--- config.mk ---
export PLATFORM = sky130hd
export DESIGN_NAME = dm_port_sched
export DESIGN_NICKNAME = d
export VERILOG_FILES = /design/src/rtl/dm_port_sched.sv
export SDC_FILE = /design/constraint.sdc
export NUM_CORES = 1
export LEC_CHECK = 0
export ABC_AREA = 1
export CAP_MARGIN = 10
export CORE_AREA = 2 2 137 139
export DETAILED_ROUTE_END_ITERATION = 8
export DIE_AREA = 0 0 139 141
export GPL_ROUTABILITY_DRIVEN = 0
export GPL_TIMING_DRIVEN = 0
export MAX_ROUTING_LAYER = met4
export SLEW_MARGIN = 20
export SYNTH_ARGS = -nofsm -noshare
export SYNTH_HDL_FRONTEND = slang
export SYNTH_SLANG_ARGS = --single-unit
--- constraint.sdc ---
create_clock -name clk -period 2.7 [get_ports clk]
set_input_delay 0.54 -clock clk [delete_from_list [all_inputs] [get_ports clk]]
set_output_delay 0.54 -clock clk [all_outputs]
set_load 0.1 [all_outputs]
--- src/rtl/dm_port_sched.sv ---
// dm_port_sched: data-memory port scheduler.
// Shares one single-port synchronous data RAM between the MEM-stage load/store
// port and a secondary word-wide port (debug/DMA). It also drives the
// load-extension unit with the registered byte offset and load op.
// Optional feature macro: ALIGN_CHECK_EN (misaligned half/word accesses raise
// p_err and are dropped instead of being issued to the RAM).
module dm_port_sched #(
  parameter int unsigned ADDR_W     = 12,
  parameter int unsigned STARVE_MAX = 8
) (
  input  logic              clk,
  input  logic              rst_n,
  input  logic              p_req,
  input  logic              p_we,
  input  logic [2:0]        p_op,
  input  logic [31:0]       p_addr,
  input  logic [31:0]       p_wdata,
  output logic              p_stall,
  output logic              p_rvalid,
  output logic [31:0]       p_rdata,
  output logic              p_err,
  input  logic              d_req,
  input  logic              d_we,
  input  logic [31:0]       d_addr,
  input  logic [31:0]       d_wdata,
  output logic              d_gnt,
  output logic              d_rvalid,
  output logic [31:0]       d_rdata,
  output logic              ram_en,
  output logic [3:0]        ram_be,
  output logic [ADDR_W-1:0] ram_addr,
  output logic [31:0]       ram_wdata,
  input  logic [31:0]       ram_rdata,
  output logic [1:0]        ext_A,
  output logic [2:0]        ext_Op,
  output logic [31:0]       ext_Din,
  input  logic [31:0]       ext_Dout
);

  localparam int unsigned CNT_W   = 8;
  localparam logic [2:0]  OP_BYTE = 3'b010;
  localparam logic [2:0]  OP_HALF = 3'b100;

  typedef enum logic [0:0] {
    IDLE = 1'b0,
    P_RD = 1'b1
  } state_t;

  state_t           state;
  logic [CNT_W-1:0] starve_cnt;

  logic misalign;
  logic d_win;
  logic p_win;
  logic p_go;
  logic p_load;

  // Address bits that the word-addressed RAM never sees.
  logic unused_addr_bits;
  assign unused_addr_bits = ^{p_addr[31:ADDR_W+2], d_addr[31:ADDR_W+2], d_addr[1:0]};

  // Misalignment detection (only active with the alignment check built in).
`ifdef ALIGN_CHECK_EN
  always_comb begin
    misalign = 1'b0;
    if (p_op == OP_HALF)
      misalign = p_addr[0];
    else if (p_op != OP_BYTE)
      misalign = (p_addr[1:0] != 2'b00);
  end
`else
  assign misalign = 1'b0;
`endif

  // Arbitration: secondary wins in P_RD, when starved, or when the pipeline is quiet.
  always_comb begin
    d_win  = d_req && ((state == P_RD) || !p_req ||
                       (starve_cnt == CNT_W'(STARVE_MAX)));
    p_win  = p_req && (state == IDLE) && !d_win;
    p_go   = p_win && !misalign;
    p_load = p_go && !p_we;
  end

  // RAM request, byte enables and lane-replicated write data.
  always_comb begin
    ram_en    = 1'b0;
    ram_be    = 4'b0000;
    ram_addr  = '0;
    ram_wdata = 32'h0;
    d_gnt     = d_win;
    p_err     = p_win && misalign;
    p_stall   = (p_req && (state == IDLE) && !p_win) || p_load;
    if (d_win) begin
      ram_en    = 1'b1;
      ram_addr  = d_addr[ADDR_W+1:2];
      ram_be    = d_we ? 4'b1111 : 4'b0000;
      ram_wdata = d_wdata;
    end else if (p_go) begin
      ram_en   = 1'b1;
      ram_addr = p_addr[ADDR_W+1:2];
      if (p_op == OP_BYTE) begin
        ram_wdata = {4{p_wdata[7:0]}};
        if (p_we) ram_be = 4'b0001 << p_addr[1:0];
      end else if (p_op == OP_HALF) begin
        ram_wdata = {2{p_wdata[15:0]}};
        if (p_we) ram_be = p_addr[1] ? 4'b1100 : 4'b0011;
      end else begin
        ram_wdata = p_wdata;
        if (p_we) ram_be = 4'b1111;
      end
    end
  end

  // Read-return data paths are straight pass-throughs of the RAM/extender.
  assign ext_Din = ram_rdata;
  assign p_rdata = ext_Dout;
  assign d_rdata = ram_rdata;

  // State, starvation counter and registered return/extension controls.
  always_ff @(posedge clk or negedge rst_n) begin
    if (!rst_n) begin
      state      <= IDLE;
      starve_cnt <= '0;
      ext_A      <= 2'b00;
      ext_Op     <= 3'b000;
      p_rvalid   <= 1'b0;
      d_rvalid   <= 1'b0;
    end else begin
      state    <= p_load ? P_RD : IDLE;
      p_rvalid <= p_load;
      d_rvalid <= d_win && !d_we;
      if (p_load) begin
        ext_A  <= p_addr[1:0];
        ext_Op <= p_op;
      end
      if (d_req && !d_win) begin
        if (starve_cnt != CNT_W'(STARVE_MAX))
          starve_cnt <= starve_cnt + CNT_W'(1);
      end else begin
        starve_cnt <= '0;
      end
    end
  end

endmodule
==> impl_metrics.toml <==
[drt]
drc = 0
drt_iter0_markers = 128
vias_per_cell = 3.75
dr.pass1.iters = 4
ant_nets = 0
routedWlPerCell_um = 14.5
routed_wl_um = 13500
num_vias = 3492

[setup_path]
crit_fanout = 5
required_ns = 2.16
start_kind = "primary input"
timing_worst_setup_path_type = "primary input to output pin"
end_kind = "output pin"
reg2reg_setup_slack_ns = 1.10
r2r_cells = 9
critPathArrivalTime_ns = 2.05

[synth]
yosysMostFrequentCell = "nand2_1"
synth-edff-count = 0
yosysUniqueCellTypes = 26
syn_nets = 629
synth_top_cell_by_area = "buf_4"
synth-seq-cells = 15
synth_cells = 426
ys.flop_type = "dfrtp_1"
synthDominantCellAreaShare_pct = 29.5
async_reset_ff_share_pct = 100
seq_area_frac_synth_pct = 14.9
ys_top_cells_by_area = "buf_4, nand2_1, dfrtp_1, o21ai_0, inv_1"
post_synth.cell_area_avg_um2 = 5.92
syn-cell-area_um2 = 2520
synthTopCellsByCount = "nand2_1, buf_4, o21ai_0, inv_1, nor2_1"
ys_warn_count = 0

[die]
dieArea_um2 = 19600
die_h_um = 141
fp-row-count = 50
start_util_pct = 13.8
design.core.area_um2 = 18300
num_io_pins = 356
die_x_um = 139

[sta]
tightestPinTransition_ns = 1.01
period_minus_slack_ns = 2.59
slew_headroom_pct = 32.7
setup_ws_ns = 0.112
report.final.hold_viol_count = 0
hold_ws_ns = 0.480
fmax_mhz = 386
slew_viol_final = 0
min_period_over_period_pct = 95.9
rsz0062_at_grt = "no"
fin_tns_setup_ns = 0
setup_viol = 0
finClkSkew_ns = 0.00218

[place]
dp_cells = 912
post-dp-hpwl_um = 10600
io_buffers = 252
pre_cts_slack_ns = -1.20
placed_area_um2 = 5370

[finish]
drive_gt1_share_pct = 31.6
nFillCells = 1969
fin_nets = 900
fin_area_um2 = 6070
utilization_pct = 33.3
instances_no_fill = 931
area.growth.synth_to_final_pct = 141

[clock_network]
clk_pin_slew_worst_paths_ns = 0.05
clock_path_buffers = 2
numCtsBuffers = 3
h-tree-depth = 1
clk-insertion-delay-late_ns = 0.24
hold_buffers = 0
tritoncts = "yes"
root_buffer = "clkbuf_16"
clock-sinks = 15

[min_path]
hold_depth = 2
hold_class = "register to register"

[outcome]
status = "finished clean"

[global_route]
grt_pass1_wl_um = 18300
grt_max_degree = 16
grt_usage_pct = 12.3
gr-total-overflow = 0
antenna_found_initial = 1
grt_pass1_vias = 3327

[pwr]
p_leak_nw = 2.90
powerDensity_nw_per_um2 = 444
irDropWorstVdd_mv = 0.252
p_total_mw = 2.70

[job]
drv_cap = 0
cell type report:
type | count | area, um^2 | share of cell area [%]
well taps | 234 | 293 | 4.82
flip-flops and latches | 15 | 377 | 6.20
multi-input cells | 273 | 1290 | 21.3
repair inverters | 1 | 6.26 | 0.103
diodes | 1 | 2.50 | 0.0412
clock buffers | 4 | 78.8 | 1.30
repair buffers | 265 | 2990 | 49.3
plain buffers | 112 | 916 | 15.1
inverters | 26 | 116 | 1.92
path summary, 6_finish.rpt:
check / start / end
worst max-delay path: p_op[0] / ram_wdata[17]
worst min-delay path: ext_Op[1] / ext_Op[1]
worst max register to register: starve_cnt[0] / ext_Op[0]
worst min register to register: ext_Op[1] / ext_Op[1]
max in group asynchronous: rst_n / p_rvalid
min in group asynchronous: rst_n / starve_cnt[0]
routing by layer:
metal  part of all wire (%)  routed length [um]  global-route usage, %  up-vias
met3                    7.5                1020                   2.34        7
met5                      0                   0                      -        -
met1                     41                5560                   15.0     1543
li1                       -                   -                      -     1769
met4                   0.55                  75                   1.33        0
met2                     51                6860                   21.6      173
repair_timing:
| item | 4_1_cts | 5_1_grt |
|---|---|---|
| resized for setup | 375 | 84 |
| gates cloned | 0 | 5 |
| setup buffers | 5 | 4 |
| hold endpoints to repair | 0 | 0 |
| pin swaps | 1 | 2 |
| endpoints found under the setup margin | 51 | 50 |
cell families after synthesis:
logic type	Yosys count	share of synthesized area (%)
flops	15	14.9
buf+inv	138	37.7
simple gates	222	35.6
fa+ha+maj	2	0.993
other cells	1	0.149
compound gates	46	9.98
xor+xnor	2	0.695
registers in the layout, summed over array words and instances, names as in the netlist:
name        flops
d_rvalid        1
starve_cnt      8
ext_Op          3
ext_A           2
p_rvalid        1
where the power goes:
group / leakage, nW / internal [mW] / switching [mW]
clock network: 0.0382 / 0.200 / 0.0888
registers: 0.198 / 0.240 / 0.0102
logic: 2.67 / 0.668 / 1.49
total: 2.90 / 1.11 / 1.59
critical path, stage by stage:
cell	delay, ns
dlygate4sd2_1	0.28
nor2_1	0.15
nand2_2	0.12
buf_8	0.17
nand2_2	0.09
buf_6	0.14
nor2_1	0.05
a21oi_1	0.13
nand2_1	0.09
nand2_2	0.09
buf_12	0.18
cell usage in the layout, fill, tap and decap left out, types with 2 or more instances in the layout:
cell type	n
nor2_1	21
clkdlybuf4s15_2	2
buf_6	27
dlygate4sd2_1	2
nand3_1	16
or2_2	2
o21ai_0	22
nor3b_1	3
clkdlybuf4s50_1	196
o21bai_1	4
nand2_2	22
nand2_4	4
ha_1	2
inv_4	2
dlymetal6s2s_1	3
clkbuf_16	6
buf_8	13
buf_4	105
o21ai_1	4
a21oi_1	12
nand2_1	148
nor3_1	2
buf_12	25
xor2_1	2
inv_1	22
dfrtp_1	14
Power figures use the tool's default switching activity.
